`config.mk`:
```
export PLATFORM = sky130hd
export DESIGN_NAME = bus_timer
export DESIGN_NICKNAME = d
export VERILOG_FILES = /design/src/rtl/bus_timer_pkg.sv /design/src/rtl/timer_prescaler.sv /design/src/rtl/bus_timer.sv
export SDC_FILE = /design/constraint.sdc
export NUM_CORES = 1
export LEC_CHECK = 0
export BUFFER_PORTS_ARGS = -buffer_cell sky130_fd_sc_hd__buf_2
export CAP_MARGIN = 25
export CORE_MARGIN = 5
export CORE_UTILIZATION = 40
export DETAILED_ROUTE_END_ITERATION = 6
export GPL_TIMING_DRIVEN = 0
export PLACE_DENSITY = 0.71
export SLEW_MARGIN = 20
export SYNTH_ARGS = -nofsm -noshare
export SYNTH_HDL_FRONTEND = slang
export SYNTH_HIERARCHICAL = 1
export SYNTH_SLANG_ARGS = --single-unit
```
`constraint.sdc`:
```
create_clock -name clk -period 3.8 [get_ports clk]
set_input_delay 0.38 -clock clk [delete_from_list [all_inputs] [get_ports clk]]
set_output_delay 0.38 -clock clk [all_outputs]
set_load 0.005 [all_outputs]
```
`src/rtl/bus_timer_pkg.sv`:
```
// Shared constants for the memory-mapped bus timer.
// Register word offsets, TCON bit positions and default base address.
package bus_timer_pkg;

    localparam logic [31:0] BUS_TIMER_BASE = 32'h4000_0000;

    localparam logic [2:0] OFF_TH      = 3'd0;
    localparam logic [2:0] OFF_TL      = 3'd1;
    localparam logic [2:0] OFF_TCON    = 3'd2;
    localparam logic [2:0] OFF_TPRE    = 3'd3;
    localparam logic [2:0] OFF_SYSTICK = 3'd5;

    localparam int TCON_EN = 0;
    localparam int TCON_IE = 1;
    localparam int TCON_ST = 2;

endpackage

```
`src/rtl/timer_prescaler.sv`:
```
// Prescale counter: ticks when the count matches the prescale value.
// Holds while disabled; clr restarts it from zero.
module timer_prescaler (
    input  logic        clk,
    input  logic        reset,
    input  logic        en,
    input  logic [15:0] tpre,
    input  logic        clr,
    output logic        tick
);

    logic [15:0] pc_q;
    logic [15:0] pc_d;

    // Tick detection and next prescale count
    always_comb begin
        tick = en && (pc_q == tpre);
        pc_d = pc_q;
        if (clr) begin
            pc_d = '0;
        end else if (tick) begin
            pc_d = '0;
        end else if (en) begin
            pc_d = pc_q + 16'd1;
        end
    end

    // Prescale count register
    always_ff @(posedge clk) begin
        if (reset) begin
            pc_q <= '0;
        end else begin
            pc_q <= pc_d;
        end
    end

endmodule

```
`src/rtl/bus_timer.sv`:
```
// Memory-mapped timer with reload, prescaler and interrupt.
// Optional free-running counter enabled by BUS_TIMER_SYSTICK_EN.
module bus_timer
    import bus_timer_pkg::*;
#(
    parameter logic [31:0] BASE_ADDR = BUS_TIMER_BASE,
    parameter logic [31:0] TH_RESET  = 32'hFFFF_FC00
) (
    input  logic        clk,
    input  logic        reset,
    input  logic [31:0] addr,
    input  logic        Mem_rd,
    input  logic        Mem_wr,
    input  logic [31:0] Write_data,
    output logic [31:0] Read_data,
    output logic        irq
);

    logic [31:0] th_q, th_d;
    logic [31:0] tl_q, tl_d;
    logic        en_q, en_d;
    logic        ie_q, ie_d;
    logic        st_q, st_d;
    logic [15:0] tpre_q, tpre_d;
    logic        irq_q, irq_d;

    logic        hit;
    logic [2:0]  off;
    logic        wr;
    logic        tick;
    logic        tl_wr;
    logic        ovf;
    logic        unused_bits;

    assign hit = (addr[31:5] == BASE_ADDR[31:5]);
    assign off = addr[4:2];
    assign wr  = Mem_wr && hit;
    assign irq = irq_q;

    assign unused_bits = ^{addr[1:0], BASE_ADDR[4:0]};

    timer_prescaler u_pre (
        .clk   (clk),
        .reset (reset),
        .en    (en_q),
        .tpre  (tpre_q),
        .clr   (wr && (off == OFF_TPRE)),
        .tick  (tick)
    );

`ifdef BUS_TIMER_SYSTICK_EN
    logic [31:0] systick_q;
    logic [31:0] systick_d;

    // Free-running cycle counter
    always_comb begin
        systick_d = systick_q + 32'd1;
    end

    // Cycle counter register
    always_ff @(posedge clk) begin
        if (reset) begin
            systick_q <= '0;
        end else begin
            systick_q <= systick_d;
        end
    end
`else
    logic [31:0] systick_q;
    assign systick_q = '0;
`endif

    // Next-state: software writes, tick reload/increment, status set/clear
    always_comb begin
        th_d   = th_q;
        tl_d   = tl_q;
        en_d   = en_q;
        ie_d   = ie_q;
        st_d   = st_q;
        tpre_d = tpre_q;
        tl_wr  = wr && (off == OFF_TL);
        ovf    = 1'b0;
        if (tick && !tl_wr) begin
            if (tl_q == 32'hFFFF_FFFF) begin
                tl_d = th_q;
                ovf  = 1'b1;
            end else begin
                tl_d = tl_q + 32'd1;
            end
        end
        if (wr) begin
            unique case (off)
                OFF_TH:   th_d = Write_data;
                OFF_TL:   tl_d = Write_data;
                OFF_TCON: begin
                    en_d = Write_data[TCON_EN];
                    ie_d = Write_data[TCON_IE];
                    if (Write_data[TCON_ST]) begin
                        st_d = 1'b0;
                    end
                end
                OFF_TPRE: tpre_d = Write_data[15:0];
                default:  ;
            endcase
        end
        if (ovf) begin
            st_d = 1'b1;
        end
        irq_d = st_q && ie_q;
    end

    // Timer state registers
    always_ff @(posedge clk) begin
        if (reset) begin
            th_q   <= TH_RESET;
            tl_q   <= TH_RESET;
            en_q   <= 1'b0;
            ie_q   <= 1'b0;
            st_q   <= 1'b0;
            tpre_q <= '0;
            irq_q  <= 1'b0;
        end else begin
            th_q   <= th_d;
            tl_q   <= tl_d;
            en_q   <= en_d;
            ie_q   <= ie_d;
            st_q   <= st_d;
            tpre_q <= tpre_d;
            irq_q  <= irq_d;
        end
    end

    // Combinational read mux
    always_comb begin
        Read_data = '0;
        if (Mem_rd && hit) begin
            unique case (off)
                OFF_TH:      Read_data = th_q;
                OFF_TL:      Read_data = tl_q;
                OFF_TCON:    Read_data = {29'd0, st_q, ie_q, en_q};
                OFF_TPRE:    Read_data = {16'd0, tpre_q};
                OFF_SYSTICK: Read_data = systick_q;
                default:     Read_data = '0;
            endcase
        end
    end

endmodule

```
==> results of run 1 <==
==> cells in the final DEF, fill, tap and decap left out, drive strengths merged, types with 26 or more instances in the layout <==
cell,n
a21oi,46
buf,116
clkbuf,48
dfxtp,100
mux2i,49
nand2,93
nand3,33
nor2,98
nor4,26
xnor2,30
==> kinds of logic after synthesis <==
logic type / Yosys count
simple gates: 330
xor+xnor: 38
buf+inv: 64
compound gates: 132
flops: 100
fa+ha+maj: 2
mux: 55
==> path summary, 6_finish.rpt <==
check,endpoint,startpoint,slack [ps],cells after the start
max reg2reg,tl_q[7],u_pre/pc_q[0],150,11
max,tl_q[7],u_pre/pc_q[0],150,11
min reg2reg,th_q[2],th_q[2],480,2
min,tl_q[16],Write_data[16],240,2
==> per-layer routing <==
layer	routed length, um	up-vias	global-route usage, %
met5	0	-	0
met4	500	0	8.05
met3	1860	41	4.80
met2	8650	294	34.9
met1	8260	2801	30.3
li1	-	2817	-
==> layout make-up <==
class / instances / area (um2) / share of cell area [%]
Sequential cell: 100 / 2000 / 29.0
Inverter: 9 / 33.8 / 0.489
Clock buffer: 11 / 253 / 3.66
Clock inverter: 4 / 72.6 / 1.05
Multi-Input combinational cell: 557 / 3570 / 51.7
Timing Repair Buffer: 98 / 490 / 7.10
Buffer: 55 / 255 / 3.69
Tap cell: 184 / 230 / 3.33
==> state kept, by name (all words and copies together) (netlist names) <==
signal,flops
th_q,32
ie_q,1
tpre_q,16
en_q,1
tl_q,32
irq,1
u_pre/pc_q,16
st_q,1
==> where the power goes <==
group	switching (mW)	total (mW)	internal [mW]
Clock	0.405	1.01	0.608
Combinational	0.0740	0.118	0.0442
Sequential	0.00000000396	1.05	1.05
Total	0.479	2.18	1.70
==> results.txt, run 1 <==
----------------------------------------------------
[Synth]
  Post-synth top area cell ... sky130_fd_sc_hd__dfxtp_1
  Largest family of logic cells by synthesized area ... simple AND/OR/NAND/NOR gates
  Adder-cell area share of the yosys netlist ... 0.427%
  Netlist area before placement ... 5860 um2
  Mean post-synth cell area ... 8.13 um2
  Synth warn ... 6
  Mapped Nets ... 791
  Synth cell types ... 73
  Multiplexer area fraction after synthesis ... 10.2%
  Fraction of synthesized cell area in xor and xnor cells ... 5.68%
  Mapped Cells ... 721
  Area contributors post-synth ... sky130_fd_sc_hd__dfxtp_1, sky130_fd_sc_hd__mux2i_1, sky130_fd_sc_hd__nor2_1, sky130_fd_sc_hd__nand2_1, sky130_fd_sc_hd__xnor2_1
  Post-synth EDFFs ... 0
  Yosys top cell area share ... 34.2%
  Asr flop ratio synth ... 0%
  Most frequent cells after synthesis ... sky130_fd_sc_hd__dfxtp_1, sky130_fd_sc_hd__nor2_1, sky130_fd_sc_hd__nand2_1
  Post-synthesis compound-gate area fraction ... 15.2%
  Simple-Gate Fraction of Synth Area ... 29.4%
  Library cell with the highest instance count after synthesis ... sky130_fd_sc_hd__dfxtp_1
  Sequential fraction of the synthesis area ... 34.2%
  Synthesized flop and latch total ... 100
  Most frequently used flop master after synthesis ... sky130_fd_sc_hd__dfxtp_1

[CTS]
  Register clock-pin slew on the reported worst setup and hold paths ... 70 ps
  TritonCTS clock tree ... yes
  Gates resized, CTS repair ... 0
  CTS H-tree depth ... 3
  Number of buffers on the longest clock path ... 2
  Count of buffers added by post-CTS timing repair for setup ... 0
  Number of buffers inserted during clock tree synthesis ... 9
  Hold buffer count at cts ... 0
  Root cell of the clock tree ... sky130_fd_sc_hd__clkbuf_16
  Source-to-sink clock delay at the later pin of the worst-skew pair ... 350 ps
  Number of clock sinks ... 100

[Floorplanning]
  Area of the core ... 14500 um2
  Die height ... 131 um
  Area enclosed by the die boundary ... 17200 um2
  I/O pins ... 101
  Initial standard-cell utilization of the core ... 40.5%
  Die Span X ... 131 um
  Standard-cell rows ... 44

[Timing]
  Final setup violation count ... 0
  Sum of negative setup slack ... 0 ps
  Highest attainable clock frequency ... 0.274 GHz
  Final min period ... 3650 ps
  Final hold violation count ... 0
  Slew HR ... 39.2%
  Post-layout worst setup margin ... 150 ps
  Tcrit/Tclk final ... 96.1%
  Final setup skew ... 4.37 ps
  Final Hold Slack ... 243 ps
  Max Slew Vio Count ... 0
  Actual slew at the worst max-slew pin ... 905 ps
  RSZ-0062 raised after global routing ... no

[Drt]
  Number of nets with antenna violations after routing ... 0
  Number of DRC markers after the initial detailed-route iteration ... 694
  DRC violations left ... 0
  Mean routed wirelength per cell ... 18.9 um
  Detailed Routing Iterations Pass 1 ... 5
  Total number of vias ... 5953
  Total length of routed wires ... 19300 um
  Avg Vias per Cell ... 5.85

[Placement]
  Placer's final routability congestion estimate ... 0.904
  HPWL after detailed placement ... 14000 um
  Pre-CTS setup slack ... 173 ps
  Port Buf Inserts ... 98
  Placed Area ... 6590 um2
  Placed Cells incl. Taps ... 1003

[Power]
  Worst ir drop on vdd ... 0.000207 V
  Overall Power ... 2.18 mW
  Pwr dens ... 315 nW/um2
  Static power due to leakage ... 2.69 nW

[GRT]
  Antenna violations before repair ... 0
  Maximum number of pins on one net before global-route repair ... 16
  Via count of the first global-routing pass ... 5552
  Wire length of the first global-routing pass ... 29700 um
  Remaining global-route overflow ... 0
  Total routing resource utilization after global routing ... 22.3%

[Final layout]
  Final std cell area, no fill ... 6910 um2
  Layout fillers ... 1436
  Final #Nets ... 900
  Number of standard cells in the final layout excluding fillers ... 1018
  Proportion of layout cells with a drive suffix above 1 ... 19.4%
  Layout-stage area growth over the synthesis result ... 17.9%
  Final Core Density ... 47.7%
  Total inserted antenna cells ... 0

[Worst setup path]
  Cells along the critical path ... xnor2_1 -> nand4_1 -> nor4_1 -> and3_1 -> buf_6 -> buf_12 -> clkbuf_1 -> clkbuf_1 -> clkbuf_1 -> o21ai_0 -> a32o_1
  Most repeated library cell on the critical path ... sky130_fd_sc_hd__clkbuf_1
  Crit path launch type ... flop
  Worst setup path class ... reg -> reg
  Largest fanout on the critical path ... 14
  Type of destination of the critical path ... flop
  Slowest cell delay on critical path ... 590 ps
  Endpoint required time on the critical path ... 4050 ps
  Arrival time of data at the critical path endpoint ... 3900 ps
  Slowest library cell on the worst path ... sky130_fd_sc_hd__clkbuf_1
  Delay-heaviest family, CP ... buffers and inverters
  Count of buffer and inverter cells on the critical path ... 5

[Worst hold path]
  Path category of the worst min-delay check ... in -> reg

[Outcome]
  Outcome ... finished clean

[Job]
  Max cap viols ... 0

----------------------------------------------------
(Power assumes the default switching activity.)
==> run 2, diff against run 1 <==
==> constraint.sdc (replaced) <==
create_clock -name clk -period 3.7 [get_ports clk]
set_input_delay 0.37 -clock clk [delete_from_list [all_inputs] [get_ports clk]]
set_output_delay 0.37 -clock clk [all_outputs]
set_load 0.005 [all_outputs]
==> run 2 against run 1 <==
Against the previous run:
- sequential power about the same
- clock power increased by 4%
- global-route usage unchanged
- via count rose by 0.34%
- die area is the same
- maximum frequency rose by 5.9%
- critical path type unchanged
- critical endpoint unchanged
- largest cell class unchanged
- highest routed layer unchanged
==> results.txt, run 2 (synthesized netlist as in run 1, its figures left out) <==
----------------------------------------------------
[Worst setup path]
  Endpoint required time on the critical path ... 3950 ps (-100 ps)
  Largest fanout on the critical path ... 14 (unchanged)
  Worst reg2reg setup slack ... 250 ps (+100 ps)
  Cells along the critical path ... xnor2_1 -> nand4_1 -> nor4_1 -> and3_1 -> buf_6 -> buf_12 -> clkbuf_1 -> clkbuf_1 -> clkbuf_2 -> o21ai_0 -> a32o_1
  Slowest library cell on the worst path ... sky130_fd_sc_hd__clkbuf_1
  Arrival time of data at the critical path endpoint ... 3690 ps (-210 ps)
  Most repeated library cell on the critical path ... sky130_fd_sc_hd__clkbuf_1
  Slowest cell delay on critical path ... 530 ps (-60 ps)
  Count of buffer and inverter cells on the critical path ... 5 (unchanged)
  Crit path launch type ... flop
  Type of destination of the critical path ... flop
  Worst setup path class ... reg -> reg
  Delay-heaviest family, CP ... buffers and inverters

[Drt]
  Detailed Routing Iterations Pass 1 ... 5 (unchanged)
  Number of nets with antenna violations after routing ... 0 (unchanged)
  Total length of routed wires ... 19300 um (+0.32%)
  Avg Vias per Cell ... 5.87 (+0.34%)
  Number of DRC markers after the initial detailed-route iteration ... 641 (-7.6%)
  Total number of vias ... 5973 (+0.34%)
  DRC violations left ... 0 (unchanged)
  Mean routed wirelength per cell ... 19.0 um (+0.32%)

[Final layout]
  Final #Nets ... 900 (unchanged)
  Multi-input logic area ... 3570 um2 (unchanged)
  Leading cell types in the layout, fill and taps excluded ... sky130_fd_sc_hd__buf_2, sky130_fd_sc_hd__dfxtp_1, sky130_fd_sc_hd__nor2_1, sky130_fd_sc_hd__nand2_1, sky130_fd_sc_hd__mux2i_1
  Total inserted antenna cells ... 0 (unchanged)
  Layout fillers ... 1435 (-0.070%)
  Largest registers ... th_q (32), tl_q (32)
  Leading cell type in the layout, fill and taps excluded ... sky130_fd_sc_hd__buf_2
  FF+latch area ... 2000 um2 (unchanged)
  Proportion of layout cells with a drive suffix above 1 ... 19.5% (+0.12 points)
  Layout-stage area growth over the synthesis result ... 18.0% (about the same)

[Timing]
  Tcrit/Tclk final ... 93.1% (-2.9 points)
  Final hold violation count ... 0 (unchanged)
  Final setup violation count ... 0 (unchanged)
  Max Slew Vio Count ... 0 (unchanged)
  Slew HR ... 38.1% (-1.1 points)
  Sum of negative setup slack ... 0 ps (unchanged)
  RSZ-0062 raised after global routing ... no
  Final min period ... 3450 ps (-205 ps)
  Highest attainable clock frequency ... 0.290 GHz (+5.9%)
  Actual slew at the worst max-slew pin ... 922 ps (+16.4 ps)
  Final setup skew ... 5.61 ps (+1.24 ps)

[Power]
  Logic pwr share ... 5.4% (about the same)
  Net Switching ... 0.497 mW (+3.8%)
  Sequential share of power ... 48.0% (about the same)
  Part of the total power dissipated in the clock network ... 46.6% (about the same)
  Share of total power consumed by net switching ... 22.2% (+0.18 points)
  Overall Power ... 2.24 mW (+2.9%)
  Internal power summed over all cells ... 1.75 mW (+2.7%)
  Pwr dens ... 324 nW/um2 (+2.9%)
  Worst ir drop on vdd ... 0.000215 V (+3.9%)
  Static power due to leakage ... 2.69 nW (+0.13%)

[GRT]
  Total routing resource utilization after global routing ... 22.3% (unchanged)
  Antenna violations before repair ... 0 (unchanged)
  Via count of the first global-routing pass ... 5552 (unchanged)
  Maximum number of pins on one net before global-route repair ... 16 (unchanged)
  Wire length of the first global-routing pass ... 29700 um (unchanged)
  Remaining global-route overflow ... 0 (unchanged)

[CTS]
  Number of buffers on the longest clock path ... 2 (unchanged)
  Number of clock sinks ... 100 (unchanged)
  TritonCTS clock tree ... yes
  Register clock-pin slew on the reported worst setup and hold paths ... 70 ps (about the same)
  Root cell of the clock tree ... sky130_fd_sc_hd__clkbuf_16
  CTS H-tree depth ... 3 (unchanged)
  Hold buffer count at cts ... 0 (unchanged)
  Source-to-sink clock delay at the later pin of the worst-skew pair ... 350 ps (about the same)
  Number of buffers inserted during clock tree synthesis ... 9 (unchanged)

[Floorplanning]
  Standard-cell rows ... 44 (unchanged)
  Die height ... 131 um (unchanged)
  I/O pins ... 101 (unchanged)
  Area of the core ... 14500 um2 (unchanged)
  Initial standard-cell utilization of the core ... 40.5% (unchanged)
  Area enclosed by the die boundary ... 17200 um2 (unchanged)
  Die Span X ... 131 um (unchanged)

[Worst hold path]
  Path category of the worst min-delay check ... in -> reg

[Placement]
  HPWL after detailed placement ... 14000 um (unchanged)
  Placer's final routability congestion estimate ... 0.904 (unchanged)
  Port Buf Inserts ... 98 (unchanged)

[Job]
  Max cap viols ... 0 (unchanged)

[Outcome]
  Outcome ... finished clean

----------------------------------------------------
[run 2: metal layers]
layer	up-vias	routed length, um	global-route usage (%)
li1	2813	-	-
met1	2833	8390	30.3
met2	295	8750	34.9
met3	32	1740	4.80
met4	0	456	8.05
met5	-	0	0
[run 2: power groups by stage]
stage	sequential [mW]	combinational (mW)	clock, mW
final	1.08	0.122	1.05
after global routing	1.07	0.131	1.09
after global placement	1.10	0.119	0
after floorplan	1.10	0.0500	0
after detailed placement	1.10	0.120	0
after CTS	1.08	0.121	1.05
[run 2: stage by stage]
stage | worst slack, ps | hold slack (ps) | std cells | utilization (%) | area, um2
after floorplan | 1080 | 446 | 721 | - | 5860
after CTS | 140 | 233 | 1018 | 47.7 | 6910
after global placement | 79.5 | 462 | 1003 | 45.5 | 6580
final | 255 | 230 | 1018 | 47.7 | 6910
after global routing | 182 | 256 | 1018 | 47.7 | 6910
after detailed placement | 82.7 | 467 | 1003 | 45.5 | 6590
[run 2: final cells by class]
| cell class | count | area share (%) |
|---|---|---|
| flip-flops and latches | 100 | 29.0 |
| clock inverters | 4 | 1.05 |
| plain buffers | 55 | 3.71 |
| clock buffers | 11 | 3.66 |
| repair buffers | 98 | 7.10 |
| inverters | 9 | 0.489 |
| well taps | 184 | 3.33 |
| multi-input cells | 557 | 51.7 |
[run 2: final timing paths]
check / from / cells past startpoint / to
worst min-delay path: Write_data[16] / 2 / tl_q[16]
worst max-delay path: u_pre/pc_q[0] / 11 / tl_q[7]
worst min register to register: th_q[2] / 2 / th_q[2]
worst max register to register: u_pre/pc_q[0] / 11 / tl_q[7]
[run 2: worst register-to-register path: cells and delay by family (launching register included)]
| family | cells | cell delay [ps] |
|---|---|---|
| buffers and inverters | 5 | 1770 |
| and+or+nand+nor | 3 | 590 |
| AOI/OAI and AO/OA | 2 | 370 |
| xor gates and xnor gates | 1 | 250 |
| DFF | 1 | 350 |
[run 2: repair_timing]
item | CTS | global route
setup buffers | 0 | 0
setup endpoints to repair | 0 | 3
resized for setup | 0 | 2
==> run 3, diff against run 2 <==
--- a/config.mk
+++ b/config.mk
@@ -8,12 +8,11 @@
 export BUFFER_PORTS_ARGS = -buffer_cell sky130_fd_sc_hd__buf_2
 export CAP_MARGIN = 25
 export CORE_MARGIN = 5
-export CORE_UTILIZATION = 40
+export CORE_UTILIZATION = 45
 export DETAILED_ROUTE_END_ITERATION = 6
 export GPL_TIMING_DRIVEN = 0
-export PLACE_DENSITY = 0.71
+export PLACE_DENSITY = 0.77
 export SLEW_MARGIN = 20
 export SYNTH_ARGS = -nofsm -noshare
 export SYNTH_HDL_FRONTEND = slang
-export SYNTH_HIERARCHICAL = 1
 export SYNTH_SLANG_ARGS = --single-unit
==> run 3 against run 2 <==
Against the previous run:
- hold slack better by 14 ps
- worst setup slack better by 670 ps
- clock skew is 3.3 ps higher
==> results.txt, run 3 <==
----------------------------------------------------
[Worst setup path]
  Arrival time of data at the critical path endpoint ... 2400 ps (-1290 ps)
  Endpoint required time on the critical path ... 3330 ps (-620 ps)
  Launch instance of the worst register-to-register path ... u_pre.pc_q[9]
  Worst reg2reg setup slack ... 960 ps (+710 ps)
  Type of destination of the critical path ... output pin
  Slowest cell delay on critical path ... 500 ps (-30 ps)
  Critical path capture point ... Read_data[15]
  R2R depth ... 7 (-4)
  Largest fanout on the critical path ... 10 (-4)
  Worst setup startpoint ... addr[15]
  Reg-to-reg critical path endpoint ... st_q
  Crit path launch type ... input pin
  Slowest library cell on the worst path ... sky130_fd_sc_hd__or4_1
  Worst setup path class ... in -> out
  Cells along the critical path ... buf_2 -> nor4b_2 -> nand4_2 -> or4_1 -> clkbuf_1 -> clkbuf_1 -> nor2_1 -> buf_2

[Final layout]
  Leading cell types in the layout, fill and taps excluded ... sky130_fd_sc_hd__buf_2, sky130_fd_sc_hd__nor2_1, sky130_fd_sc_hd__nand2_1, sky130_fd_sc_hd__dfxtp_1, sky130_fd_sc_hd__a21oi_1
  Proportion of layout cells with a drive suffix above 1 ... 18.5% (-1.0 points)
  Number of standard cells in the final layout excluding fillers ... 1035 (+1.7%)
  Total inserted antenna cells ... 0 (unchanged)
  Leading cell type in the layout, fill and taps excluded ... sky130_fd_sc_hd__buf_2
  Largest registers ... th_q (32), tl_q (32)
  Layout-stage area growth over the synthesis result ... 17.4%
  Final #Nets ... 930 (+3.3%)

[Synth]
  Synth warn ... 0 (-6)
  Post-synth top area cell ... sky130_fd_sc_hd__dfxtp_1
  Netlist area before placement ... 5840 um2 (-0.43%)
  Mapped Cells ... 752 (+4.3%)
  Post-synthesis compound-gate area fraction ... 18.0% (+2.8 points)
  Asr flop ratio synth ... 0% (unchanged)
  Most frequently used flop master after synthesis ... sky130_fd_sc_hd__dfxtp_1
  Simple-Gate Fraction of Synth Area ... 29.9% (+0.53 points)
  Post-synth EDFFs ... 0 (unchanged)
  Largest family of logic cells by synthesized area ... simple AND/OR/NAND/NOR gates
  Synth cell types ... 69 (-5.5%)
  Library cell with the highest instance count after synthesis ... sky130_fd_sc_hd__nor2_1
  Synthesized flop and latch total ... 100 (unchanged)
  Mean post-synth cell area ... 7.76 um2 (-4.5%)
  Sequential fraction of the synthesis area ... 34.3% (+0.15 points)
  Adder-cell area share of the yosys netlist ... 0.429% (+0.0018 points)
  Multiplexer area fraction after synthesis ... 7.01% (-3.2 points)
  Yosys top cell area share ... 34.3% (+0.15 points)
  Mapped Nets ... 822 (+3.9%)
  Area contributors post-synth ... sky130_fd_sc_hd__dfxtp_1, sky130_fd_sc_hd__nor2_1, sky130_fd_sc_hd__nand2_1, sky130_fd_sc_hd__mux2i_1, sky130_fd_sc_hd__a21oi_1
  Fraction of synthesized cell area in xor and xnor cells ... 4.80% (-0.88 points)
  Most frequent cells after synthesis ... sky130_fd_sc_hd__nor2_1, sky130_fd_sc_hd__nand2_1, sky130_fd_sc_hd__dfxtp_1

[GRT]
  Maximum number of pins on one net before global-route repair ... 15 (-1)
  Antenna violations before repair ... 0 (unchanged)
  Total routing resource utilization after global routing ... 25.8% (+3.6 points)
  Wire length of the first global-routing pass ... 30700 um (+3.6%)
  Remaining global-route overflow ... 0 (unchanged)
  Via count of the first global-routing pass ... 5849 (+5.3%)

[Placement]
  HPWL after detailed placement ... 14500 um (+3.2%)
  Placer's final routability congestion estimate ... 1.01 (+11%)
  Placed Cells incl. Taps ... 1021 (+1.8%)
  Port Buf Inserts ... 97 (-1.0%)

[Drt]
  Total number of vias ... 6253 (+4.7%)
  Number of DRC markers after the initial detailed-route iteration ... 840 (+31%)
  Total length of routed wires ... 19800 um (+2.4%)
  Detailed Routing Iterations Pass 1 ... 6 (+1)
  Mean routed wirelength per cell ... 19.1 um (+0.76%)
  DRC violations left ... 0 (unchanged)
  Number of nets with antenna violations after routing ... 0 (unchanged)
  Avg Vias per Cell ... 6.04 (+3.0%)

[Floorplanning]
  I/O pins ... 101 (unchanged)
  Area of the core ... 12700 um2 (-12%)
  Die height ... 124 um (-5.5%)
  Standard-cell rows ... 41 (-6.8%)
  Die Span X ... 124 um (-5.5%)
  Initial standard-cell utilization of the core ... 46.1% (+5.6 points)
  Area enclosed by the die boundary ... 15300 um2 (-11%)

[Power]
  Worst ir drop on vdd ... 0.000177 V (-18%)
  Overall Power ... 2.24 mW (-0.27%)
  Pwr dens ... 326 nW/um2 (+0.60%)
  Static power due to leakage ... 2.86 nW (+6.1%)

[Timing]
  RSZ-0062 raised after global routing ... no
  Final min period ... 2770 ps (-673 ps)
  Max Slew Vio Count ... 0 (unchanged)
  Final Hold Slack ... 244 ps (+13.7 ps)
  Sum of negative setup slack ... 0 ps (unchanged)
  Highest attainable clock frequency ... 0.361 GHz (+24%)
  Actual slew at the worst max-slew pin ... 842 ps (-80.3 ps)
  Slew HR ... 43.3% (+5.2 points)
  Final setup violation count ... 0 (unchanged)
  Final setup skew ... 8.92 ps (+3.30 ps)
  Final hold violation count ... 0 (unchanged)
  Tcrit/Tclk final ... 74.9% (-18 points)

[CTS]
  Number of buffers inserted during clock tree synthesis ... 9 (unchanged)
  Count of buffers added by post-CTS timing repair for setup ... 0 (unchanged)
  Number of clock sinks ... 100 (unchanged)
  Root cell of the clock tree ... sky130_fd_sc_hd__clkbuf_16
  Register clock-pin slew on the reported worst setup and hold paths ... 70 ps (about the same)
  Source-to-sink clock delay at the later pin of the worst-skew pair ... 350 ps (about the same)
  Gates resized, CTS repair ... 0 (unchanged)
  CTS H-tree depth ... 3 (unchanged)
  Hold buffer count at cts ... 0 (unchanged)
  TritonCTS clock tree ... yes
  Number of buffers on the longest clock path ... 2 (unchanged)

[Outcome]
  Outcome ... finished clean

[Worst hold path]
  Path category of the worst min-delay check ... in -> reg
  Number of instances on the worst hold path ... 3 (+1)

[Job]
  Max cap viols ... 0 (unchanged)

----------------------------------------------------
[run 3: cell count changes after synthesis, moves of 7 or more]
| cell | before | now |
|---|---|---|
| sky130_fd_sc_hd__clkbuf_1 | 37 | 29 |
| sky130_fd_sc_hd__nand4_1 | 14 | 24 |
| sky130_fd_sc_hd__o21ai_0 | 10 | 18 |
| sky130_fd_sc_hd__xor2_1 | 8 | 21 |
| sky130_fd_sc_hd__nor2_1 | 98 | 109 |
| sky130_fd_sc_hd__a21oi_1 | 45 | 55 |
| sky130_fd_sc_hd__xnor2_1 | 30 | 11 |
| sky130_fd_sc_hd__mux2i_1 | 49 | 33 |
| sky130_fd_sc_hd__nand3_1 | 32 | 39 |
| sky130_fd_sc_hd__o211ai_1 | 10 | 3 |
| sky130_fd_sc_hd__nand2_1 | 93 | 103 |
[run 3: worst min path at each step]
stage	start	endpoint	slack (ps)
final	Write_data[29]	th_q[29]	240
after global routing	Write_data[22]	th_q[22]	260
after CTS	Write_data[29]	th_q[29]	240
after detailed placement	th_q[4]	th_q[4]	470
after global placement	th_q[6]	th_q[6]	460
after floorplan	th_q[1]	th_q[1]	440
[run 3: metal layers]
| metal | track usage [%] | vias up | routed length [um] |
|---|---|---|---|
| li1 | - | 2921 | - |
| met1 | 35.8 | 2916 | 8180 |
| met2 | 40.7 | 367 | 8870 |
| met3 | 2.82 | 49 | 2130 |
| met4 | 11.4 | 0 | 621 |
| met5 | 0 | - | 0 |
[run 3: area by class of cell]
| type | instances | area (um2) |
|---|---|---|
| tap | 172 | 215 |
| clock inverter | 2 | 60.1 |
| fill | 1268 | 5820 |
| clock buffer | 12 | 246 |
| timing repair buffer | 97 | 485 |
| inverter | 13 | 48.8 |
| buffer | 56 | 273 |
| multi-input combinational | 583 | 3520 |
| sequential | 100 | 2000 |
[run 3: through the flow]
stage | utilization, % | worst slack [ps] | area (um2)
CTS | 54.1 | 898 | 6850
finish | 54.1 | 928 | 6850
detailed placement | 51.7 | 911 | 6550
global route | 54.1 | 784 | 6850
global placement | 51.6 | 667 | 6540
floorplan | - | 1450 | 5840
[run 3: cells by family (layout without fill, tap and decap cells)]
| kind of cell | Yosys count | count (layout) |
|---|---|---|
| flops | 100 | 100 |
| simple gates | 357 | 357 |
| compound gates | 155 | 155 |
| fa+ha+maj | 2 | 2 |
| buf+inv | 69 | 180 |
| xor+xnor | 32 | 32 |
| mux | 37 | 37 |
[run 3: critical path, delay by kind of cell]
| family | cells | cell delay, ps |
|---|---|---|
| AND/OR/NAND/NOR | 4 | 1260 |
| buffers and inverters | 4 | 760 |
[run 3: power breakdown]
part / internal [mW] / total, mW / switching (mW) / leakage (nW)
clock: 0.605 / 1.01 / 0.409 / 0.149
sequential: 1.08 / 1.08 / 0.00237 / 0.807
combinational: 0.0552 / 0.144 / 0.0883 / 1.90
